==> config.mk <==
export PLATFORM = sky130hd
export DESIGN_NAME = uart_frame_bridge
export DESIGN_NICKNAME = d
export VERILOG_FILES = /design/src/rtl/uart_frame_bridge_pkg.sv /design/src/rtl/uart_frame_bridge_result_fifo.sv /design/src/rtl/uart_frame_bridge.sv
export SDC_FILE = /design/constraint.sdc
export NUM_CORES = 1
export LEC_CHECK = 0
export BUFFER_PORTS_ARGS = -buffer_cell sky130_fd_sc_hd__buf_2
export CORE_AREA = 2 2 272 274
export CTS_CLUSTER_DIAMETER = 60
export DETAILED_ROUTE_END_ITERATION = 10
export DIE_AREA = 0 0 274 276
export HOLD_SLACK_MARGIN = 0.1
export SETUP_SLACK_MARGIN = 0.15
export SYNTH_ARGS = -nofsm -noshare
export SYNTH_HDL_FRONTEND = slang
export SYNTH_SLANG_ARGS = --single-unit
==> constraint.sdc <==
create_clock -name clk -period 3.6 [get_ports clk]
set_input_delay 0.18 -clock clk [delete_from_list [all_inputs] [get_ports clk]]
set_output_delay 0.18 -clock clk [all_outputs]
set_load 0.005 [all_outputs]
==> src/rtl/uart_frame_bridge_pkg.sv <==
// Shared defaults and TX serialiser state encoding
// for the UART byte-to-frame bridge.
package uart_frame_bridge_pkg;

  localparam int FRAME_BYTES_DEF  = 8;
  localparam int IDLE_TIMEOUT_DEF = 100000;

  typedef enum logic {
    TX_IDLE = 1'b0,
    TX_SEND = 1'b1
  } tx_state_e;

endpackage

==> src/rtl/uart_frame_bridge_result_fifo.sv <==
// Synchronous result FIFO; pointers carry one extra wrap bit
// so full and empty are told apart without a counter.
module result_fifo #(
  parameter int W     = 64,
  parameter int DEPTH = 4
) (
  input  logic         clk,
  input  logic         reset,
  input  logic         push_i,
  input  logic         pop_i,
  input  logic [W-1:0] data_i,
  output logic         full_o,
  output logic         empty_o,
  output logic [W-1:0] head_o
);

  localparam int AW = $clog2(DEPTH);

  logic [W-1:0] mem_q [DEPTH];
  logic [AW:0]  wr_q, wr_d;
  logic [AW:0]  rd_q, rd_d;

  assign empty_o = (wr_q == rd_q);
  assign full_o  = (wr_q[AW] != rd_q[AW]) &&
                   (wr_q[AW-1:0] == rd_q[AW-1:0]);
  assign head_o  = mem_q[rd_q[AW-1:0]];

  always_comb begin
    wr_d = wr_q;
    rd_d = rd_q;
    if (push_i && !full_o) wr_d = wr_q + 1'b1;
    if (pop_i && !empty_o) rd_d = rd_q + 1'b1;
  end

  always_ff @(posedge clk) begin
    if (reset) begin
      wr_q <= '0;
      rd_q <= '0;
    end else begin
      wr_q <= wr_d;
      rd_q <= rd_d;
    end
  end

  always_ff @(posedge clk) begin
    if (push_i && !full_o) mem_q[wr_q[AW-1:0]] <= data_i;
  end

endmodule

==> src/rtl/uart_frame_bridge.sv <==
// Assembles UART bytes into solver frames and serialises
// queued solver results back out as bytes.
module uart_frame_bridge
  import uart_frame_bridge_pkg::*;
#(
  parameter int FRAME_BYTES  = FRAME_BYTES_DEF,
  parameter int RESULT_DEPTH = 4,
  parameter int IDLE_TIMEOUT = IDLE_TIMEOUT_DEF,
  parameter bit MSB_FIRST    = 1'b1,
  localparam int W = 8 * FRAME_BYTES
) (
  input  logic         clk,
  input  logic         reset,
  input  logic         rx_byte_valid,
  input  logic [7:0]   rx_byte,
  output logic [W-1:0] data_value,
  output logic         data_valid,
  input  logic         data_ready,
  input  logic         result_valid,
  input  logic [W-1:0] result_value,
  output logic [7:0]   tx_byte,
  output logic         tx_byte_valid,
  input  logic         tx_byte_ready,
  output logic         rx_overflow,
  output logic         tx_overflow,
  output logic         resync
);

  localparam int CW = $clog2(FRAME_BYTES + 1);
  localparam int TW = (IDLE_TIMEOUT > 0) ?
                      $clog2(IDLE_TIMEOUT + 1) : 1;
  localparam logic [CW-1:0] LAST  = CW'(FRAME_BYTES - 1);
  localparam logic [TW-1:0] TLAST = TW'(IDLE_TIMEOUT - 1);

  logic [CW-1:0] cnt_q;
  logic [W-1:0]  sh_q, sh_d;
  logic [TW-1:0] tmr_q;
  logic [W-1:0]  dval_q;
  logic          dv_q, rx_ovf_q;
  logic          last_byte, tmo;

  assign sh_d = MSB_FIRST ?
    ((sh_q << 8) | W'(rx_byte)) :
    ((sh_q >> 8) | (W'(rx_byte) << (W - 8)));

  assign last_byte = rx_byte_valid && (cnt_q == LAST);
  // An arriving byte always beats an expiring timer.
  assign tmo = (IDLE_TIMEOUT != 0) && !reset &&
               (cnt_q != '0) && !rx_byte_valid &&
               (tmr_q == TLAST);

  always_ff @(posedge clk) begin
    if (reset) begin
      cnt_q    <= '0;
      sh_q     <= '0;
      tmr_q    <= '0;
      dval_q   <= '0;
      dv_q     <= 1'b0;
      rx_ovf_q <= 1'b0;
    end else begin
      if (rx_byte_valid || tmo || cnt_q == '0) tmr_q <= '0;
      else tmr_q <= tmr_q + TW'(1);

      if (last_byte || tmo) begin
        cnt_q <= '0;
        sh_q  <= '0;
      end else if (rx_byte_valid) begin
        cnt_q <= cnt_q + CW'(1);
        sh_q  <= sh_d;
      end

      if (last_byte) begin
        if (!dv_q || data_ready) begin
          dval_q <= sh_d;
          dv_q   <= 1'b1;
        end else begin
          rx_ovf_q <= 1'b1;
        end
      end else if (dv_q && data_ready) begin
        dv_q <= 1'b0;
      end
    end
  end

  assign data_value  = dval_q;
  assign data_valid  = dv_q;
  assign rx_overflow = rx_ovf_q;
  assign resync      = tmo;

  logic          res_prev_q, tx_ovf_q;
  logic          push_req, f_full, f_empty, f_pop;
  logic [W-1:0]  f_head;
  tx_state_e     st_q;
  logic [W-1:0]  tx_sh_q;
  logic [CW-1:0] idx_q;
  logic          txv_q;

  assign push_req = result_valid && !res_prev_q;
  assign f_pop    = (st_q == TX_IDLE) && !f_empty;

  result_fifo #(
    .W     (W),
    .DEPTH (RESULT_DEPTH)
  ) u_fifo (
    .clk     (clk),
    .reset   (reset),
    .push_i  (push_req),
    .pop_i   (f_pop),
    .data_i  (result_value),
    .full_o  (f_full),
    .empty_o (f_empty),
    .head_o  (f_head)
  );

  always_ff @(posedge clk) begin
    if (reset) begin
      res_prev_q <= 1'b0;
      tx_ovf_q   <= 1'b0;
    end else begin
      res_prev_q <= result_valid;
      if (push_req && f_full) tx_ovf_q <= 1'b1;
    end
  end

  // Current byte always sits at the wire end of tx_sh_q.
  always_ff @(posedge clk) begin
    if (reset) begin
      st_q    <= TX_IDLE;
      tx_sh_q <= '0;
      idx_q   <= '0;
      txv_q   <= 1'b0;
    end else begin
      unique case (st_q)
        TX_IDLE: begin
          if (!f_empty) begin
            tx_sh_q <= f_head;
            idx_q   <= '0;
            txv_q   <= 1'b1;
            st_q    <= TX_SEND;
          end
        end
        TX_SEND: begin
          if (tx_byte_ready) begin
            if (idx_q == LAST) begin
              txv_q <= 1'b0;
              st_q  <= TX_IDLE;
            end else begin
              idx_q   <= idx_q + CW'(1);
              tx_sh_q <= MSB_FIRST ? (tx_sh_q << 8) :
                                     (tx_sh_q >> 8);
            end
          end
        end
      endcase
    end
  end

  assign tx_byte       = MSB_FIRST ? tx_sh_q[W-1 -: 8] :
                                     tx_sh_q[7:0];
  assign tx_byte_valid = txv_q;
  assign tx_overflow   = tx_ovf_q;

endmodule

==> qor.csv, run 1 <==
metric;value;unit
status;finished, final reports clean;
grtUsageTotal;0.109;
start_kind;flip-flop;
async_flop_share;0;
drv_cap;0;
required;3420;ps
synthTopCellsByArea;edfxtp_1 43%, dfxtp_1 25%, mux2i_1 9.5%, nand2_1 4.1%, a32o_1 3.1%;
internal-power;10.4;mW
syn-instance-count;1348;
wirelength;42400;um
crit_family;simple AND/OR/NAND/NOR gates;
clock.fmax;385;MHz
antenna_found_initial;10;
synth_edf_count;256;
dr.pass1.iters;5;
area_growth;23.1;%
cts_buffer_depth;3;
clkLatencyLatePin;590;ps
detail_route.iter0.violations;712;
switching_power;3.90;mW
synth_top_cell_by_area;edfxtp_1;
cts_resized;0;
hold_viol;0;
grt_max_degree;66;
pwr_density_cell;646;nW/um2
htreeDepth;2;
cts_tree;yes;
worstPathMaxFanout;6;
synthDistinctLibCells;49;
syn_nets;1435;
die_w;274;um
drtAntennaViolNets;0;
setup_viol;0;
pwr-share-seq;0.471;
finalCritPeriodShare;0.722;
die_area;75600;um2
num_io_pins;155;
path_depth;5;
drc_errors;0;
combPwrFrac;0.184;
vdd_ir_drop_max;0.349;mV
critical_path.cell_chain;or4b_2, nor4_1, nand3_1, nor2_1, buf_2;
hold_slack;358;ps
core_area;72600;um2
p_leak;7.89;nW
start_util;0.248;
rsz0062_at_grt;false;
criticalPathCategory;flip-flop to output port;
met2_usage;0.172;
grt_pass1_vias;11326;
grt_pass1_wl;65500;um
swShare;0.273;
cts_made_buffers;48;
crit_slowest_cell;or4b_2;
gp_congestion;0.744;
layout.nets;1644;
min_path_type;input pin to flip-flop;
skew;32.0;ps
grtUsageMet1;0.141;
cts.sinks;479;
ys_seq_area_frac;0.676;
vias;11295;
min_path_cells;2;
cts-root-buf;clkbuf_16;
die_h;276;um
cp.arrival;2420;ps
viasPerCell;4.42;
rows;99;
final.setup.tns;0;ps
min_period;2600;ps
clkPwrFrac;0.344;
grt.overflow.total;0;
yosys.area.top_type_share;0.428;
clkSlewWorstSetupHoldPaths;60;ps
maxSlewViolCount;0;
dp_slack;1120;ps
top_usage_layer;met2;
cpPeakStageDelay;680;ps
synth_area;18000;um2
wl_per_cell;16.6;um
drive_gt1_frac;0.169;
ys_seq_elements;479;
place_hpwl;26100;um
rr_worst_depth;6;
fin_ws;1000;ps
tightest_slew;970;ps
met3_usage;0.0373;
relSlewSlack;0.354;
synth.avg_cell_area;13.3;um2
yosys_most_used_dff;edfxtp_1;
crit_buf_inv;1;
portBuffers;154;
end_kind;output port;
ys_warn_count;0;
[final cells by class]
type                    count  area (um2)
fillers                  7320       50500
flip-flops and latches    479       12200
multi-input cells         769        5370
repair buffers            250        1790
clock buffers              70        1400
well taps                 959        1200
clock inverters            17         168
inverters                   9        33.8
diodes                      2        5.00
[layout by cell type (no fill, tap or decap), types with 50 or more instances in the layout]
cell type	n
edfxtp_1	256
dfxtp_1	222
nand2_1	197
mux2i_1	170
buf_2	154
nor2_1	84
dlygate4sd3_1	78
a21oi_1	76
a2bb2oi_1	56
a32o_1	56
clkbuf_16	50
[state kept, by name (all words and copies together) (netlist names), named ones only]
name           flops
u_fifo.rd_q        3
tx_byte_valid      1
cnt_q              4
res_prev_q         1
sh_q              56
st_q               1
u_fifo.mem_q     256
tmr_q             17
u_fifo.wr_q        3
rx_overflow        1
tx_sh_q           64
data_value        64
tx_overflow        1
data_valid         1
idx_q              4
[Yosys cell counts, drive strengths merged (2+ instances only)]
master,number
and4,2
a32o,56
edfxtp,256
ha,9
or3,5
or4,2
mux2i,170
nor4,5
nand2,198
and2,4
mux4,8
xor2,8
nor3,5
inv,9
a2bb2oi,56
dfxtp,223
nand4,7
a21oi,77
a31oi,4
nand2b,3
nand3,13
clkbuf,36
o21ai,7
xnor2,14
buf,55
nor2b,4
a22o,8
and4b,3
nor2,86
nand3b,2
o211ai,2
[cells by family after synthesis]
family	share of synthesized area
AO/OA/AOI/OAI	0.0923
buffers and inverters	0.0276
AND/OR/NAND/NOR	0.0822
flip-flops	0.676
XOR/XNOR	0.0107
adder cells (fa/ha/maj)	0.00627
multiplexers	0.105
[worst paths after layout]
kind,end,startpoint,slack (ps)
max,resync,tmr_q[11],1000
min,u_fifo.mem_q[0][62],result_value[62],360
min reg2reg,data_value[31],sh_q[23],450
max reg2reg,sh_q[7],tmr_q[0],1130
[metrics by stage]
stage               std cells  power, mW  area (um2)  utilization
floorplan                1348       8.65       18000            -
finish                   2555       14.3       22100        0.305
CTS                      2553       14.5       22100        0.305
detailed placement       2388       9.44       19800        0.272
global placement         2388       9.38       19800        0.272
global route             2554       14.9       22100        0.305
[metal layers]
layer,up-vias,routed length [um]
met5,-,110
met3,75,3100
met4,18,861
li1,5397,-
met2,267,19300
met1,5538,19100
[what timing repair did]
action | 4_1_cts | 5_1_grt
hold buffers | 78 | 0
endpoints found under the hold margin | 293 | 0
buffers inserted | 0 | 0
[power groups by stage]
stage | registers (mW) | logic [mW] | clock network [mW]
2_1_floorplan | 6.60 | 2.05 | 0
3_3_place_gp | 6.85 | 2.53 | 0
3_5_place_dp | 6.86 | 2.58 | 0
4_1_cts | 6.75 | 2.66 | 5.05
5_1_grt | 6.80 | 2.88 | 5.27
6_report | 6.74 | 2.63 | 4.92
(Power assumes the default switching activity.)
==> inputs of run 2 (changes only) <==
==> constraint.sdc (replaced) <==
create_clock -name clk -period 2.24 [get_ports clk]
set_input_delay 0.112 -clock clk [delete_from_list [all_inputs] [get_ports clk]]
set_output_delay 0.112 -clock clk [all_outputs]
set_load 0.005 [all_outputs]
==> run 2 against run 1 <==
Compared with the run above: critical path depth unchanged; global-route usage increased by 0.24 points; sequential cell count unchanged; clock power increased by 77%; clock skew increased by 3.6 ps; clock-buffer cell count decreased by 4; sequential power increased by 60%; final cell count increased by 1.2%; non-clock buffer count increased by 21; via count increased by 1.2%; power increased by 68%; die area unchanged; critical path type unchanged; critical endpoint unchanged.
==> qor.csv, run 2 (synthesis gave the netlist of run 1 again) <==
metric;value;unit
drive_gt1_frac;0.191;
htreeDepth;2;
skew;35.6;ps
die_w;274;um
combPwrFrac;0.188;
grt_pass1_wl;66900;um
antenna_found_initial;6;
pwr-share-seq;0.449;
wl_met2;19900;um
wl_met3;3020;um
rsz0062_at_grt;true;
drv_cap;0;
hold_slack;284;ps
status;finished, final reports clean;
cts-root-buf;clkbuf_16;
min_path_type;input pin to flip-flop;
portBuffers;154;
end_kind;output port;
largest_reg_flops;256;
wirelength;43200;um
internal-power;17.5;mW
drc_errors;0;
fin_ws;229;ps
grt_max_degree;65;
die_h;276;um
cts.sinks;479;
maxSlewViolCount;0;
start_util;0.248;
clock.fmax;497;MHz
clkLatencyLatePin;600;ps
rows;99;
pwr_density_cell;1060;nW/um2
dp.cells;2403;
dp_slack;164;ps
vias;11434;
cts_tree;yes;
wl_per_cell;16.7;um
highest_layer;met5;
gp_congestion;0.752;
start_kind;flip-flop;
die_area;75600;um2
criticalPathCategory;flip-flop to output port;
worstPathMaxFanout;2;
final_cells;2586;
hold_viol;0;
final.setup.tns;0;ps
switching_power;6.48;mW
required;2130;ps
swShare;0.270;
cts_buffer_depth;3;
place_hpwl;27600;um
relSlewSlack;0.368;
tightest_slew;948;ps
vdd_ir_drop_max;0.689;mV
min_period;2010;ps
layout.nets;1669;
dr.pass1.iters;5;
cts_made_buffers;52;
cp.arrival;1900;ps
p_leak;8.15;nW
setup_viol;0;
grt_pass1_vias;11480;
clkPwrFrac;0.363;
detail_route.iter0.violations;802;
grt.overflow.total;0;
final_common_cell;edfxtp_1;
fin_total_pwr;24.0;mW
wl_met1;19500;um
finalCritPeriodShare;0.898;
clkSlewWorstSetupHoldPaths;60;ps
drtAntennaViolNets;0;
viasPerCell;4.42;
fill_cells;7301;
core_area;72600;um2
grtUsageTotal;0.111;
num_io_pins;155;
layout_common_cells;256 x edfxtp_1, 218 x dfxtp_1, 197 x nand2_1;
area_growth;26.3;%
run 2: area by class of cell:
cell class | instances | area [um2] | area share
flip-flops and latches | 479 | 12200 | 0.536
multi-input cells | 769 | 5390 | 0.238
repair buffers | 271 | 2120 | 0.0934
clock buffers | 66 | 1440 | 0.0636
well taps | 959 | 1200 | 0.0529
clock inverters | 31 | 340 | 0.0150
inverters | 9 | 33.8 | 0.00149
diodes | 2 | 5.00 | 0.000220
run 2: power by group through the flow:
| stage | combinational (mW) | sequential, mW | clock, mW |
|---|---|---|---|
| floorplan | 3.29 | 10.6 | 0 |
| global placement | 4.27 | 10.9 | 0 |
| detailed placement | 4.36 | 11.0 | 0 |
| CTS | 4.49 | 10.8 | 8.92 |
| global route | 4.87 | 10.9 | 9.30 |
| finish | 4.50 | 10.8 | 8.70 |
run 2: timing repair:
item | CTS | global route
pin swaps | 4 | 2
setup endpoints to repair | 1 | 90
buffers inserted | 3 | 3
hold buffers | 78 | 0
hold endpoints to repair | 294 | 0
resized for setup | 9 | 2
run 2: stage by stage:
stage	utilization	instance area, um2
6_report	0.313	22700
5_1_grt	0.313	22700
4_1_cts	0.312	22700
3_5_place_dp	0.276	20000
3_3_place_gp	0.276	20000
2_1_floorplan	-	18000
run 2: routing by layer:
layer  vias up  global-route usage
li1       5441                   -
met1      5629               0.148
met2       290               0.177
met3        62              0.0331
met4        12              0.0266
met5         -                   0
run 2: worst max-delay path: stages, from the launching register on:
cell and delay [ps]:
dfxtp_4 330, or4b_4 530, nor4_2 140, nand3_1 90, nor2_1 110, buf_2 120
run 2: worst paths after layout:
path,to,cells after the start,startpoint,slack [ps]
max reg2reg,u_fifo.mem_q[2][0],4,u_fifo.wr_q[0],320
min reg2reg,data_value[60],2,data_value[60],450
max,resync,5,tmr_q[6],230
min,u_fifo.mem_q[2][62],2,result_value[62],280
